## config.mk

```make
export PLATFORM = sky130hd
export DESIGN_NAME = alu_op_controller_flat
export DESIGN_NICKNAME = d
export VERILOG_FILES = /design/src/rtl/alu_op_controller_if.sv /design/src/rtl/alu_op_controller.sv /design/src/flat_wrapper.sv
export SDC_FILE = /design/constraint.sdc
export NUM_CORES = 1
export LEC_CHECK = 0
export CORE_ASPECT_RATIO = 1.4
export CORE_MARGIN = 5
export CORE_UTILIZATION = 43
export DETAILED_ROUTE_END_ITERATION = 8
export PLACE_DENSITY = 0.85
export SLEW_MARGIN = 10
export SYNTH_ARGS = -nofsm -noshare
export SYNTH_HDL_FRONTEND = slang
export SYNTH_SLANG_ARGS = --single-unit
```

## constraint.sdc

```tcl
create_clock -name clk -period 3.6 [get_ports clk]
set_clock_uncertainty 0.2 [all_clocks]
set_input_delay 0.54 -clock clk [delete_from_list [all_inputs] [get_ports clk]]
set_output_delay 0.54 -clock clk [all_outputs]
set_load 0.03 [all_outputs]
```

## src/rtl/alu_op_controller_if.sv

```systemverilog
// Control bundle between the instruction source and the ALU-instruction sequencer.
// The source side uses master; the sequencer uses slave.
interface alu_op_controller_if #(
  parameter int WIDTH = 16
);
  logic             s;
  logic [15:0]      instr;
  logic             w;
  logic             done;
  logic             err;
  logic [2:0]       readnum;
  logic [2:0]       writenum;
  logic             write;
  logic             loada;
  logic             loadb;
  logic             loadc;
  logic             loads;
  logic             asel;
  logic [1:0]       vsel;
  logic [1:0]       ALUop;
  logic [WIDTH-1:0] sximm8;

  modport master (
    output s, instr,
    input  w, done, err, readnum, writenum, write,
    input  loada, loadb, loadc, loads, asel, vsel, ALUop, sximm8
  );

  modport slave (
    input  s, instr,
    output w, done, err, readnum, writenum, write,
    output loada, loadb, loadc, loads, asel, vsel, ALUop, sximm8
  );
endinterface

```

## src/rtl/alu_op_controller.sv

```systemverilog
// Multi-cycle sequencer for one 16-bit ALU-class instruction at a time:
// Moore FSM driving regfile selects, A/B/C/status loads, operand muxes and ALUop.
module alu_op_controller #(
  parameter int WIDTH = 16
) (
  input logic                 clk,
  input logic                 reset,
  alu_op_controller_if.slave  bus
);

  typedef enum logic [2:0] {
    ST_WAIT, ST_GET_A, ST_GET_B, ST_EXEC, ST_WB, ST_WIMM, ST_ERR
  } state_t;

  typedef enum logic [2:0] {
    C_ADD, C_CMP, C_AND, C_MVN, C_MOV, C_MOVI, C_ILL
  } cls_t;

  state_t      state, state_nx;
  logic [15:0] ir;
  cls_t        ir_cls;

  logic             w_c, done_c, err_c, write_c;
  logic             loada_c, loadb_c, loadc_c, loads_c, asel_c;
  logic [2:0]       readnum_c, writenum_c;
  logic [1:0]       vsel_c, aluop_c;

  function automatic cls_t classify(input logic [15:0] ins);
    cls_t c;
    c = C_ILL;
    if (ins[15:13] == 3'b101) begin
      case (ins[12:11])
        2'b00:   c = C_ADD;
        2'b01:   c = C_CMP;
        2'b10:   c = C_AND;
        default: c = C_MVN;
      endcase
    end else if (ins[15:13] == 3'b110) begin
      if (ins[12:11] == 2'b00)      c = C_MOV;
      else if (ins[12:11] == 2'b10) c = C_MOVI;
    end
    return c;
  endfunction

  function automatic logic [WIDTH-1:0] sign_extend8(input logic [7:0] imm);
    return {{(WIDTH-8){imm[7]}}, imm};
  endfunction

  assign ir_cls = classify(ir);

  // State and instruction register; ir only loads on acceptance in WAIT.
  always_ff @(posedge clk or posedge reset) begin
    if (reset) begin
      state <= ST_WAIT;
      ir    <= '0;
    end else begin
      state <= state_nx;
      if (state == ST_WAIT && bus.s) ir <= bus.instr;
    end
  end

  always_comb begin
    state_nx   = state;
    w_c        = 1'b0;
    done_c     = 1'b0;
    err_c      = 1'b0;
    write_c    = 1'b0;
    loada_c    = 1'b0;
    loadb_c    = 1'b0;
    loadc_c    = 1'b0;
    loads_c    = 1'b0;
    asel_c     = 1'b0;
    readnum_c  = 3'd0;
    writenum_c = 3'd0;
    vsel_c     = 2'b00;
    aluop_c    = 2'b00;
    case (state)
      ST_WAIT: begin
        w_c = 1'b1;
        if (bus.s) begin
          case (classify(bus.instr))
            C_ADD, C_AND, C_CMP: state_nx = ST_GET_A;
            C_MVN, C_MOV:        state_nx = ST_GET_B;
            C_MOVI:              state_nx = ST_WIMM;
            default:             state_nx = ST_ERR;
          endcase
        end
      end
      ST_GET_A: begin
        readnum_c = ir[10:8];
        loada_c   = 1'b1;
        state_nx  = ST_GET_B;
      end
      ST_GET_B: begin
        readnum_c = ir[2:0];
        loadb_c   = 1'b1;
        state_nx  = ST_EXEC;
      end
      ST_EXEC: begin
        loadc_c = 1'b1;
        // MOV runs as 0 + B through the adder; opcode 101 forwards op as ALUop.
        if (ir[15:13] == 3'b101) begin
          aluop_c = ir[12:11];
          loads_c = 1'b1;
        end
        asel_c = (ir_cls == C_MVN) || (ir_cls == C_MOV);
        if (ir_cls == C_CMP) begin
          done_c   = 1'b1;
          state_nx = ST_WAIT;
        end else begin
          state_nx = ST_WB;
        end
      end
      ST_WB: begin
        writenum_c = ir[7:5];
        write_c    = 1'b1;
        done_c     = 1'b1;
        state_nx   = ST_WAIT;
      end
      ST_WIMM: begin
        writenum_c = ir[7:5];
        vsel_c     = 2'b10;
        write_c    = 1'b1;
        done_c     = 1'b1;
        state_nx   = ST_WAIT;
      end
      ST_ERR: begin
        err_c    = 1'b1;
        done_c   = 1'b1;
        state_nx = ST_WAIT;
      end
      default: state_nx = ST_WAIT;
    endcase
  end

  assign bus.w        = w_c;
  assign bus.done     = done_c;
  assign bus.err      = err_c;
  assign bus.readnum  = readnum_c;
  assign bus.writenum = writenum_c;
  assign bus.write    = write_c;
  assign bus.loada    = loada_c;
  assign bus.loadb    = loadb_c;
  assign bus.loadc    = loadc_c;
  assign bus.loads    = loads_c;
  assign bus.asel     = asel_c;
  assign bus.vsel     = vsel_c;
  assign bus.ALUop    = aluop_c;
  assign bus.sximm8   = sign_extend8(ir[7:0]);

endmodule

```

## src/flat_wrapper.sv

```systemverilog
// flat-port wrapper written by rule: the top's interface ports become plain ports
module alu_op_controller_flat 
#(
  parameter int WIDTH = 16
)
  (clk, reset, bus_s, bus_instr, bus_w, bus_done, bus_err, bus_readnum, bus_writenum, bus_write, bus_loada, bus_loadb, bus_loadc, bus_loads, bus_asel, bus_vsel, bus_ALUop, bus_sximm8);
  alu_op_controller_if #(.WIDTH(WIDTH)) bus_i ();
  input logic clk;
  input logic reset;
  input wire logic [$bits(bus_i.s)-1:0] bus_s;
  input wire logic [$bits(bus_i.instr)-1:0] bus_instr;
  output wire logic [$bits(bus_i.w)-1:0] bus_w;
  output wire logic [$bits(bus_i.done)-1:0] bus_done;
  output wire logic [$bits(bus_i.err)-1:0] bus_err;
  output wire logic [$bits(bus_i.readnum)-1:0] bus_readnum;
  output wire logic [$bits(bus_i.writenum)-1:0] bus_writenum;
  output wire logic [$bits(bus_i.write)-1:0] bus_write;
  output wire logic [$bits(bus_i.loada)-1:0] bus_loada;
  output wire logic [$bits(bus_i.loadb)-1:0] bus_loadb;
  output wire logic [$bits(bus_i.loadc)-1:0] bus_loadc;
  output wire logic [$bits(bus_i.loads)-1:0] bus_loads;
  output wire logic [$bits(bus_i.asel)-1:0] bus_asel;
  output wire logic [$bits(bus_i.vsel)-1:0] bus_vsel;
  output wire logic [$bits(bus_i.ALUop)-1:0] bus_ALUop;
  output wire logic [$bits(bus_i.sximm8)-1:0] bus_sximm8;
  assign bus_i.s = bus_s;
  assign bus_i.instr = bus_instr;
  assign bus_w = bus_i.w;
  assign bus_done = bus_i.done;
  assign bus_err = bus_i.err;
  assign bus_readnum = bus_i.readnum;
  assign bus_writenum = bus_i.writenum;
  assign bus_write = bus_i.write;
  assign bus_loada = bus_i.loada;
  assign bus_loadb = bus_i.loadb;
  assign bus_loadc = bus_i.loadc;
  assign bus_loads = bus_i.loads;
  assign bus_asel = bus_i.asel;
  assign bus_vsel = bus_i.vsel;
  assign bus_ALUop = bus_i.ALUop;
  assign bus_sximm8 = bus_i.sximm8;
  alu_op_controller #(.WIDTH(WIDTH)) u_core (.clk(clk), .reset(reset), .bus(bus_i));
endmodule
```

-- After elaboration in Yosys (flattened, before gate mapping)
Cells that the tools add are included.
- logic and storage cells: 67
- bits of input ports: 19
- register bits: 19
- output and inout bits: 35
- bits in writable memories: 0
- bits in latches: 0
- memories: 0
- bits in read-only memories: 0
- order comparisons: 0
- multiplexer cells: 32
- bitwise gates (word level): 0
- equal/unequal tests: 23
- $add $sub $neg: 0
- $mul: 0
- shift operators: 0
- div/mod/pow operators: 0
- reductions and logical operators: 10
- operators by type and width (kind ; number):
    2-to-1 mux 3 bit ; 11
    == test 3 bit, second input constant ; 10
    == test 3 x 2 -> 1 bit, second input constant ; 5
    case mux 2 bit (3 select lines) ; 2
    case mux 3 bit (4 select lines) ; 1
    2-to-1 mux 1 bit ; 10
    2-to-1 mux 2 bit ; 5
    == test 3 x 1 -> 1 bit, second input constant ; 3
    case mux 3 bit (3 select lines) ; 1
    zero test 3 bit ; 2
    case mux 3 bit (2 select lines) ; 1
    OR reduction 3 bit ; 2
    == test 2 x 1 -> 1 bit, second input constant ; 2
    == test 2 bit, second input constant ; 2
    zero test 2 bit ; 2
    OR reduction 2 bit ; 2
    inequality test 2 bit, second input constant ; 1
    case mux 1 bit (2 select lines) ; 1
    logical AND 1 bit ; 1
    logical OR 1 bit ; 1

-- Logic depth before layout (Yosys ltp)
- depth after elaboration: 12
- gate-level depth with buffers: 4
- mapped depth without buffers: 3

-- Least setup slack after synthesis
No wires, ideal clock.
- kind: register to output
- start point: register u_core.state[2]
- end point: output port bus_done
- setup slack: 0.819 ns
- data arrival time: 2.041 ns
- cell stages (with the launch flop): 5
- required time: 2.860 ns
- path buffers: 1
- cells stage by stage: dfrtp_1 > buf_2 > nand4b_1 > nor3b_1 > a32o_1
- word-level cells in the longest chain between the ends: 3
- ends and longest elaborated chain (what ; line ; text):
    from (decl) ; alu_op_controller.sv:19 ; state_t state, state_nx;
    from (signal assigned) ; alu_op_controller.sv:57 ; state <= state_nx;
    == test 3 bit ; alu_op_controller.sv:77 ; case (state)
    OR reduction 3 bit (no source line) ; -- ;
    case mux 1 bit (2 select lines) * ; alu_op_controller.sv:77 ;
    to (decl) ; flat_wrapper.sv:13 ; output wire logic [$bits(bus_i.done)-1:0] bus_done;
Every way passes the cells marked *; elsewhere a longest branch is shown, timed or not.

-- Worst setup path in the final report
- start point: register u_core.state[1]
- end point: output port bus_readnum[0]
- word-level cells in the longest chain between the ends: 2
- ends and longest elaborated chain (what ; line ; text):
    == test 3 x 2 -> 1 bit / == test 3 x 1 -> 1 bit (equally long branches) ; alu_op_controller.sv:77 ;
    case mux 3 bit (2 select lines) * ; alu_op_controller.sv:77 ;
    to (decl) ; flat_wrapper.sv:15 ; output wire logic [$bits(bus_i.readnum)-1:0] bus_readnum;
Marked as above.

==> impl_metrics.env <==
export IMPL_slew_headroom=0.527
export IMPL_drt_first_iter_violations=9
export IMPL_synth_edf_count=0
export IMPL_io_buffers=52
export IMPL_place_gp_congestion=0.715
export IMPL_nNetsFinal=158
export IMPL_area_delta_synth_final_pct=40.2
export IMPL_wl_per_cell_um=15.0
export IMPL_reg2reg_slack_ns=1.48
export IMPL_antenna_found_initial=0
export IMPL_ant_nets=0
export IMPL_endpoint_kind="primary output"
export IMPL_final_cell_area_mm2=0.00155
export IMPL_postSynthCellCount=102
export IMPL_numCtsBuffers=3
export IMPL_min_delay_start="u_core.ir[4]"
export IMPL_gr_usage_all_layers=0.150
export IMPL_layout_drive_gt1_share=0.152
export IMPL_crit_type="reg -> out"
export IMPL_dpl_cell_area_mm2=0.00152
export IMPL_crit_fanout=11
export IMPL_diodes=0
export IMPL_worst_pin_slew_ns=0.709
export IMPL_rr_worst_depth=3
export IMPL_synth_top_cell_by_area="dfrtp_1"
export IMPL_cts_tree="yes"
export IMPL_grt_pass1_wl_mm=4.18
export IMPL_min_path_cells=1
export IMPL_first_pass_iters=4
export IMPL_synth_area_mm2=0.00110
export IMPL_clock_sinks=19
export IMPL_path_clk_slew_ns=0.11
export IMPL_reg2reg_from="u_core.state[0]"
export IMPL_io_pins=54
export IMPL_cts_setup_buffers=0
export IMPL_fin_crit_ns=3.13
export IMPL_tns_ns=0
export IMPL_yosysSeqAreaShare=0.431
export IMPL_cts_repair_resized=0
export IMPL_ir_drop_v=0.000639
export IMPL_hpwl_mm=2.08
export IMPL_fin_crit_sh=0.870
export IMPL_drt_total_wl_mm=2.57
export IMPL_core_area_mm2=0.00242
export IMPL_status="finished, final reports clean"
export IMPL_synth_top_area_share=0.431
export IMPL_required_ns=2.86
export IMPL_finalSetupViolCount=0
export IMPL_yosysUniqueCellTypes=27
export IMPL_htree_num_levels=1
export IMPL_p_leak_nw=0.620
export IMPL_slew_violations=0
export IMPL_ctsHoldBuffers=0
export IMPL_synthTopCellsByCount="dfrtp_1 (19), buf_4 (17), mux2_2 (14)"
export IMPL_r2r_end="u_core.ir[13]"
export IMPL_die_area_mm2=0.00369
export IMPL_root_buffer="clkbuf_4"
export IMPL_grt_max_degree=20
export IMPL_synth_main_ff_cell="dfrtp_1"
export IMPL_rsz0062_at_grt="false"
export IMPL_dr_total_vias=829
export IMPL_synth_most_common_cell="dfrtp_1"
export IMPL_synth_area_leaders="dfrtp_1 (43%), mux2_2 (14%), buf_4 (12%)"
export IMPL_drv_cap=0
export IMPL_fmax_mhz=319
export IMPL_powerDensity_mw_per_mm2=956
export IMPL_holdPathEnd="u_core.ir[4]"
export IMPL_grt_overflow_total=0
export IMPL_initial_core_util=0.457
export IMPL_clock_latency_ns=0.29
export IMPL_async_flop_share=1.00
export IMPL_ys_seq_elements=19
export IMPL_yosys_warnings=0
export IMPL_drc=0
export IMPL_cp_start_kind="flip-flop"
export IMPL_num_fill_cells=200
export IMPL_hold_violations=0
export IMPL_detail_route_vias_per_cell=4.82
export IMPL_grt_pass1_vias=820
export IMPL_placementRows=21
export IMPL_hold_path_class="reg -> reg"
export IMPL_chipHeight_um=69.9
export IMPL_die_x_um=52.8
export IMPL_syn_num_nets=121
export IMPL_syn_area_per_cell_um2=10.8
export IMPL_clock_path_buffers=2
export IMPL_critPathArrivalTime_ns=2.39
report_power, final:
part / leakage, nW / total (mW) / internal, mW / switching, mW
Clock: 0.0177 / 0.106 / 0.0413 / 0.0643
Combinational: 0.374 / 0.932 / 0.433 / 0.499
Sequential: 0.228 / 0.443 / 0.320 / 0.123
Total: 0.620 / 1.48 / 0.794 / 0.686
metal layers:
layer | vias to the layer above | track usage | share of wire
li1 | 412 | - | -
met1 | 383 | 0.189 | 0.39
met2 | 32 | 0.249 | 0.55
met3 | 2 | 0.0128 | 0.046
met4 | 0 | 0.0739 | 0.013
met5 | - | 0 | 0
worst max path at each step:
stage	from	slack, ns	end	depth (start not counted)
floorplan	u_core.state[2]	0.82	bus_done	4
global placement	u_core.state[1]	0.87	bus_readnum[1]	3
detailed placement	u_core.state[1]	0.85	bus_readnum[0]	3
CTS	u_core.state[1]	0.49	bus_readnum[0]	3
global route	u_core.state[1]	0.33	bus_readnum[0]	3
finish	u_core.state[1]	0.47	bus_readnum[0]	3
critical path, stage by stage, from the launching register on:
cell and delay, ns:
dfrtp_1 0.56, nor3b_1 0.60, a22o_1 0.26, clkdlybuf4s50_1 0.68
layout make-up:
class | instances | area, um2 | share of cell area
timing repair buffer | 53 | 528 | 0.341
sequential | 19 | 475 | 0.307
multi-input combinational | 58 | 459 | 0.297
tap | 34 | 42.5 | 0.0275
clock buffer | 3 | 22.5 | 0.0146
inverter | 4 | 15.0 | 0.00970
clock inverter | 1 | 5.00 | 0.00323
logic make-up (layout without fill, tap and decap cells):
group	after synthesis	count (layout)	share of synthesized area
AOI/OAI and AO/OA	13	13	0.0896
buffers and inverters	25	61	0.153
DFF	19	19	0.431
muxes	14	14	0.143
other	1	1	0.00340
and+or+nand+nor	30	30	0.180
registers in the layout, indices dropped and copies added, names as in the netlist:
name and flops:
u_core.ir 16, u_core.state 3
cell usage in the layout (no fill, tap or decap), types with 2 or more instances in the layout:
| master | netlist | layout |
|---|---|---|
| clkdlybuf4s50_1 | 0 | 52 |
| dfrtp_1 | 19 | 19 |
| mux2_2 | 14 | 14 |
| nand2_1 | 6 | 6 |
| and2_1 | 5 | 5 |
| inv_1 | 4 | 4 |
| nor3b_1 | 4 | 4 |
| o21ai_0 | 3 | 3 |
| nor2b_1 | 3 | 3 |
| nor2_1 | 3 | 3 |
| a22o_1 | 3 | 3 |
| nand4b_1 | 3 | 3 |
| clkbuf_4 | 0 | 3 |
| nor3_1 | 2 | 2 |
stage by stage:
step            util  worst slack (ns)  instances  hold slack (ns)  power (mW)
3_5_place_dp   0.629             0.848        168            0.301        1.39
4_1_cts        0.640             0.491        172            0.326        1.49
5_1_grt        0.640             0.327        172            0.344        1.57
6_report       0.640             0.469        172            0.326        1.48
3_3_place_gp   0.629             0.869        168            0.293        1.36
2_1_floorplan      -             0.819        102            0.282        1.14
Power figures use the tool's default switching activity.
